<file path="config.mk">
export PLATFORM = sky130hd
export DESIGN_NAME = key_search_controller
export DESIGN_NICKNAME = d
export VERILOG_FILES = /design/src/rtl/key_search_pkg.sv /design/src/rtl/first_set_index.sv /design/src/rtl/key_search_controller.sv
export SDC_FILE = /design/constraint.sdc
export NUM_CORES = 1
export LEC_CHECK = 0
export CORE_AREA = 2 2 146 148
export CTS_CLUSTER_SIZE = 10
export DETAILED_ROUTE_END_ITERATION = 8
export DIE_AREA = 0 0 148 150
export GPL_TIMING_DRIVEN = 0
export PLACE_DENSITY_LB_ADDON = 0.05
export SYNTH_ARGS = -nofsm -noshare
export SYNTH_HDL_FRONTEND = slang
export SYNTH_SLANG_ARGS = --single-unit
export TNS_END_PERCENT = 5
</file>
<file path="constraint.sdc">
create_clock -name clk -period 6.1 [get_ports clk]
set_clock_uncertainty 0.1 [all_clocks]
set_input_delay 0.61 -clock clk [delete_from_list [all_inputs] [get_ports clk]]
set_output_delay 0.61 -clock clk [all_outputs]
set_load 0.05 [all_outputs]
</file>
<file path="src/rtl/key_search_pkg.sv">
// Shared types and key-slice helpers for the RC4 key-search controller.
package key_search_pkg;

  localparam int unsigned KEY_WIDTH = 24;

  typedef enum logic [2:0] {
    StIdle,
    StLaunch,
    StRun,
    StStopAll,
    StReport
  } state_e;

  // Slices are equal-sized; (key_max + 1) is expected to divide evenly by n.
  function automatic logic [KEY_WIDTH-1:0] slice_start(input int unsigned i,
                                                       input int unsigned n,
                                                       input logic [KEY_WIDTH-1:0] key_max);
    int unsigned span;
    span = 32'(key_max) + 32'd1;
    return KEY_WIDTH'(i * (span / n));
  endfunction

  function automatic logic [KEY_WIDTH-1:0] slice_end(input int unsigned i,
                                                     input int unsigned n,
                                                     input logic [KEY_WIDTH-1:0] key_max);
    int unsigned span;
    span = 32'(key_max) + 32'd1;
    return KEY_WIDTH'((i + 1) * (span / n) - 1);
  endfunction

endpackage

</file>
<file path="src/rtl/first_set_index.sv">
// Priority encoder: reports whether any bit is set and the index of the lowest set bit.
module first_set_index #(
  parameter int unsigned Width = 4,
  parameter int unsigned IdxW  = (Width > 1) ? $clog2(Width) : 1
) (
  input  logic [Width-1:0] vec_i,
  output logic             valid_o,
  output logic [IdxW-1:0]  idx_o
);

  // Scan from the top down so the lowest set bit is the last to assign.
  always_comb begin
    idx_o = '0;
    for (int i = int'(Width) - 1; i >= 0; i--) begin
      if (vec_i[i]) idx_o = IdxW'(i);
    end
  end

  assign valid_o = |vec_i;

endmodule

</file>
<file path="src/rtl/key_search_controller.sv">
// Launches NUM_CORES key-search cores on equal key slices, latches the first winner,
// stops the rest and reports the result until the next reset.
module key_search_controller
  import key_search_pkg::*;
#(
  parameter int unsigned           NUM_CORES = 4,
  parameter logic [KEY_WIDTH-1:0]  KEY_MAX   = 24'h3FFFFF,
  parameter int unsigned           CYC_W     = 32,
  localparam int unsigned          IDX_W     = (NUM_CORES > 1) ? $clog2(NUM_CORES) : 1
) (
  input  logic                           clk,
  input  logic                           reset,
  input  logic                           start,
  output logic                           busy,
  output logic                           done,
  output logic                           key_found,
  output logic [KEY_WIDTH-1:0]           found_key,
  output logic [IDX_W-1:0]               found_core,
  output logic [CYC_W-1:0]               elapsed_cycles,
  output logic [NUM_CORES-1:0]           core_start,
  output logic [NUM_CORES-1:0]           core_stop,
  output logic [NUM_CORES-1:0]           core_done_ack,
  input  logic [NUM_CORES-1:0]           core_done,
  input  logic [NUM_CORES-1:0]           core_found_flag,
  input  logic [KEY_WIDTH*NUM_CORES-1:0] core_key,
  output logic [KEY_WIDTH*NUM_CORES-1:0] key_start_value,
  output logic [KEY_WIDTH*NUM_CORES-1:0] key_end_value
);

  for (genvar g = 0; g < NUM_CORES; g++) begin : g_slice
    assign key_start_value[g*KEY_WIDTH +: KEY_WIDTH] = slice_start(g, NUM_CORES, KEY_MAX);
    assign key_end_value[g*KEY_WIDTH +: KEY_WIDTH]   = slice_end(g, NUM_CORES, KEY_MAX);
  end

  state_e               state_q, state_d;
  logic                 busy_q, busy_d;
  logic                 done_q, done_d;
  logic                 key_found_q, key_found_d;
  logic [KEY_WIDTH-1:0] found_key_q, found_key_d;
  logic [IDX_W-1:0]     found_core_q, found_core_d;
  logic [CYC_W-1:0]     elapsed_q, elapsed_d;
  logic [NUM_CORES-1:0] core_start_q, core_start_d;
  logic [NUM_CORES-1:0] core_stop_q, core_stop_d;
  logic [NUM_CORES-1:0] ack_q, ack_d;
  logic [NUM_CORES-1:0] seen_q, seen_d;

  logic [NUM_CORES-1:0] win_vec;
  logic [NUM_CORES-1:0] new_done;
  logic                 win_valid;
  logic [IDX_W-1:0]     win_idx;
  logic [KEY_WIDTH-1:0] win_key;
  logic [CYC_W-1:0]     elapsed_inc;

  assign win_vec     = core_done & core_found_flag;
  assign new_done    = core_done & ~seen_q;
  assign elapsed_inc = (&elapsed_q) ? elapsed_q : elapsed_q + CYC_W'(1);

  first_set_index #(
    .Width (NUM_CORES),
    .IdxW  (IDX_W)
  ) u_first_set_index (
    .vec_i   (win_vec),
    .valid_o (win_valid),
    .idx_o   (win_idx)
  );

  always_comb begin
    win_key = '0;
    for (int unsigned i = 0; i < NUM_CORES; i++) begin
      if (win_idx == IDX_W'(i)) win_key = core_key[i*KEY_WIDTH +: KEY_WIDTH];
    end
  end

  always_comb begin
    state_d      = state_q;
    key_found_d  = key_found_q;
    found_key_d  = found_key_q;
    found_core_d = found_core_q;
    elapsed_d    = elapsed_q;
    core_stop_d  = core_stop_q;
    seen_d       = seen_q;
    core_start_d = '0;
    ack_d        = '0;

    case (state_q)
      StIdle: begin
        if (start) state_d = StLaunch;
      end
      StLaunch: begin
        core_start_d = '1;
        elapsed_d    = '0;
        seen_d       = '0;
        state_d      = StRun;
      end
      StRun: begin
        elapsed_d = elapsed_inc;
        ack_d     = new_done;
        seen_d    = seen_q | new_done;
        // A win in the same cycle as exhaustion still reports the winner.
        if (win_valid) begin
          key_found_d  = 1'b1;
          found_key_d  = win_key;
          found_core_d = win_idx;
          core_stop_d  = '1;
          state_d      = StStopAll;
        end else if (&core_done) begin
          state_d = StReport;
        end
      end
      StStopAll: begin
        elapsed_d = elapsed_inc;
        ack_d     = new_done;
        seen_d    = seen_q | new_done;
        if (&core_done) state_d = StReport;
      end
      StReport: begin
        // Cores cannot be relaunched without a reset, so stay here.
      end
      default: state_d = StIdle;
    endcase

    busy_d = (state_d == StLaunch) || (state_d == StRun) || (state_d == StStopAll);
    done_d = (state_d == StReport);
  end

  always_ff @(posedge clk) begin
    if (reset) begin
      state_q      <= StIdle;
      busy_q       <= 1'b0;
      done_q       <= 1'b0;
      key_found_q  <= 1'b0;
      found_key_q  <= '0;
      found_core_q <= '0;
      elapsed_q    <= '0;
      core_start_q <= '0;
      core_stop_q  <= '0;
      ack_q        <= '0;
      seen_q       <= '0;
    end else begin
      state_q      <= state_d;
      busy_q       <= busy_d;
      done_q       <= done_d;
      key_found_q  <= key_found_d;
      found_key_q  <= found_key_d;
      found_core_q <= found_core_d;
      elapsed_q    <= elapsed_d;
      core_start_q <= core_start_d;
      core_stop_q  <= core_stop_d;
      ack_q        <= ack_d;
      seen_q       <= seen_d;
    end
  end

  assign busy           = busy_q;
  assign done           = done_q;
  assign key_found      = key_found_q;
  assign found_key      = found_key_q;
  assign found_core     = found_core_q;
  assign elapsed_cycles = elapsed_q;
  assign core_start     = core_start_q;
  assign core_stop      = core_stop_q;
  assign core_done_ack  = ack_q;

endmodule

</file>
==> impl_metrics.toml <==
[synth]
ys_seq_elements = 73
synth_xor_area_frac = 0.0155
syn_avg_cell_area_um2 = 8.11
synth_adder_area_share = 0.00245
ys_types = 47
ys_seq_area_frac = 0.287
synth_area_um2 = 5100
synth.area.mux_share = 0.00613
synth_top_family_by_area = "buffers and inverters"
syn_inst = 629
async_flop_share = 0
ys_warn_count = 0
synth_edf_count = 0
ys.flop_type = "dfxtp_1"
yosys.area_share.simple = 0.158
synth_compound_area_frac = 0.207

[timing]
rsz0062_at_grt = "false"
finalSetupViolCount = 0
timing.fmax_ghz = 0.356
period_share = 0.460
drv_slew = 0
slew_headroom = 0.517
hold_viol = 0
min_period_ns = 2.81
worst_slew_pin_slew_ns = 0.720
setup_tns_ns = 0

[setup_path]
critPathLaunchType = "input port"
worstPathRequired_ns = 6.24
worstPathArrival_ns = 2.95
worstSetupEndpointType = "flop"
critPathKind = "in2reg"
cp_max_fo = 10

[cts]
ctsHoldBuffers = 0
cts.path.max_buffers = 2
cts.repair.resized = 0
numCtsBuffers = 9
cts.clk_slew.worst_paths_ns = 0.06
htreeDepth = 3
numClockSinks = 73
clock_latency_ns = 0.33
cts-root-buf = "clkbuf_16"
postCtsSetupBuffers = 0
cts_tree = "yes"

[final_layout]
area_growth_pct = 62.0
final_util = 0.399
layout-drive-gt1-share = 0.227
nets = 1117

[global_route]
overflow = 0
antenna_found_initial = 4
grt_max_degree = 13
grt.met2_usage = 0.254
grtUsageMet1 = 0.167
grt_pass1_wl_um = 26000
grt_pass1_vias = 4504
grt_most_used_layer = "met2"
grt_usage = 0.152
grt_use_met3 = 0.0884

[place]
hpwl_um = 14400
gp_congestion = 0.742
port_buffers = 179

[floorplanning]
die_x_um = 148
ios = 372
fp-row-count = 53
start_util = 0.246
die_height_um = 150
core_area_um2 = 20700
die-area_um2 = 22200

[hold_path]
holdCritPathClass = "reg2reg"

[flow_run]
drv_cap = 0

[pwr]
powerDensity_nw_per_um2 = 235
power.leakage_nw = 3.60
peakVddDrop_mv = 0.0977

[detailed_routing]
drt_iter0_drc = 210
dr_total_vias = 4853
detail_route.first_pass.iterations = 4
via_per_inst = 3.76
drc = 0
wl_per_cell_um = 13.3
ant_nets = 0
wl_um = 17200

[outcome]
status = "finished clean"
## synthesized netlist by cell type, drive strengths merged, types with 5 or more instances
cell type  instances  area share
buf              204        0.30
a22oi             24       0.035
dfxtp             73        0.29
o21ai              6      0.0059
clkbuf            24       0.018
and2               8      0.0098
or3                8      0.0098
and3               6      0.0074
nand3             13       0.013
nand2             41       0.030
xnor2              8       0.014
a21boi            24       0.035
nor2              53       0.039
a21oi             31       0.030
a31oi              7      0.0098
and4               8       0.014
inv                7      0.0052
nor3b              5      0.0074
nand4              7      0.0086
a311oi            24       0.041
or4                5      0.0074
## final cells by class
cell class	count	area (µm²)
tap	275	344
sequential	73	1460
clock buffer	9	225
buffer	228	1620
fill	2208	12400
inverter	7	26.3
antenna	1	2.50
clock inverter	7	85.1
timing repair buffer	179	1790
multi-input combinational	511	2700
## critical path, stage by stage
cell and delay [ns]:
clkdlybuf4s50_1 0.48, and2_1 0.19, a21oi_1 0.26, and3_1 0.21, clkbuf_1 0.33, clkbuf_1 0.40, a22oi_1 0.19, a311oi_1 0.29
## cell families after synthesis
logic type / count (synthesis)
xor+xnor: 9
fa+ha+maj: 1
mux: 3
compound gates: 143
other cells: 2
buf+inv: 235
simple gates: 163
flops: 73
## per-layer routing
metal	vias to the layer above	wire [µm]
li1	2576	-
met1	2088	6490
met2	173	8500
met3	10	2070
met4	6	103
met5	-	38
## flip-flops by register name, summed over array words and instances (netlist names)
register / cells
elapsed_cycles: 32
found_key: 24
core_done_ack: 4
seen_q: 4
state_q: 3
found_core: 2
busy: 1
core_start: 1
core_stop: 1
done: 1
## final timing paths
kind                            slack [ns]              start  cells after the start            endpoint
worst max-delay path                  3.29       core_done[1]                      8       found_key[20]
worst min-delay path                  0.32          seen_q[0]                      1    core_done_ack[0]
worst max register to register        3.61  elapsed_cycles[0]                      8  elapsed_cycles[17]
worst min register to register        0.32          seen_q[0]                      1    core_done_ack[0]
## per-stage QoR
step / instances / setup WS, ns / cell area, µm² / hold WS (ns) / total power [mW]
2_1_floorplan: 819 / 3.56 / 5810 / 0.297 / 1.18
3_3_place_gp: 1273 / 2.88 / 7950 / 0.314 / 1.39
3_5_place_dp: 1273 / 2.88 / 7950 / 0.317 / 1.39
4_1_cts: 1289 / 3.25 / 8260 / 0.325 / 1.97
5_1_grt: 1289 / 3.05 / 8260 / 0.334 / 2.05
6_report: 1290 / 3.29 / 8260 / 0.321 / 1.94
## placed cells by master (no fill, tap or decap), drive strengths merged, types with 8 or more instances in the layout
cell and instances:
clkdlybuf4s50 179, and2 8, dfxtp 73, conb 192, buf 204, a21boi 24, and4 8, nand2 41
xnor2 8, clkbuf 33, nand3 13, nor2 53, or3 8, a22oi 24, a311oi 24, a21oi 31
## where the power goes
part           switching, mW  total [mW]  internal, mW
sequential            0.0225       0.538         0.515
combinational          0.563       0.841         0.279
clock                  0.210       0.565         0.354
Note: power is estimated with default switching activity, not from simulation.
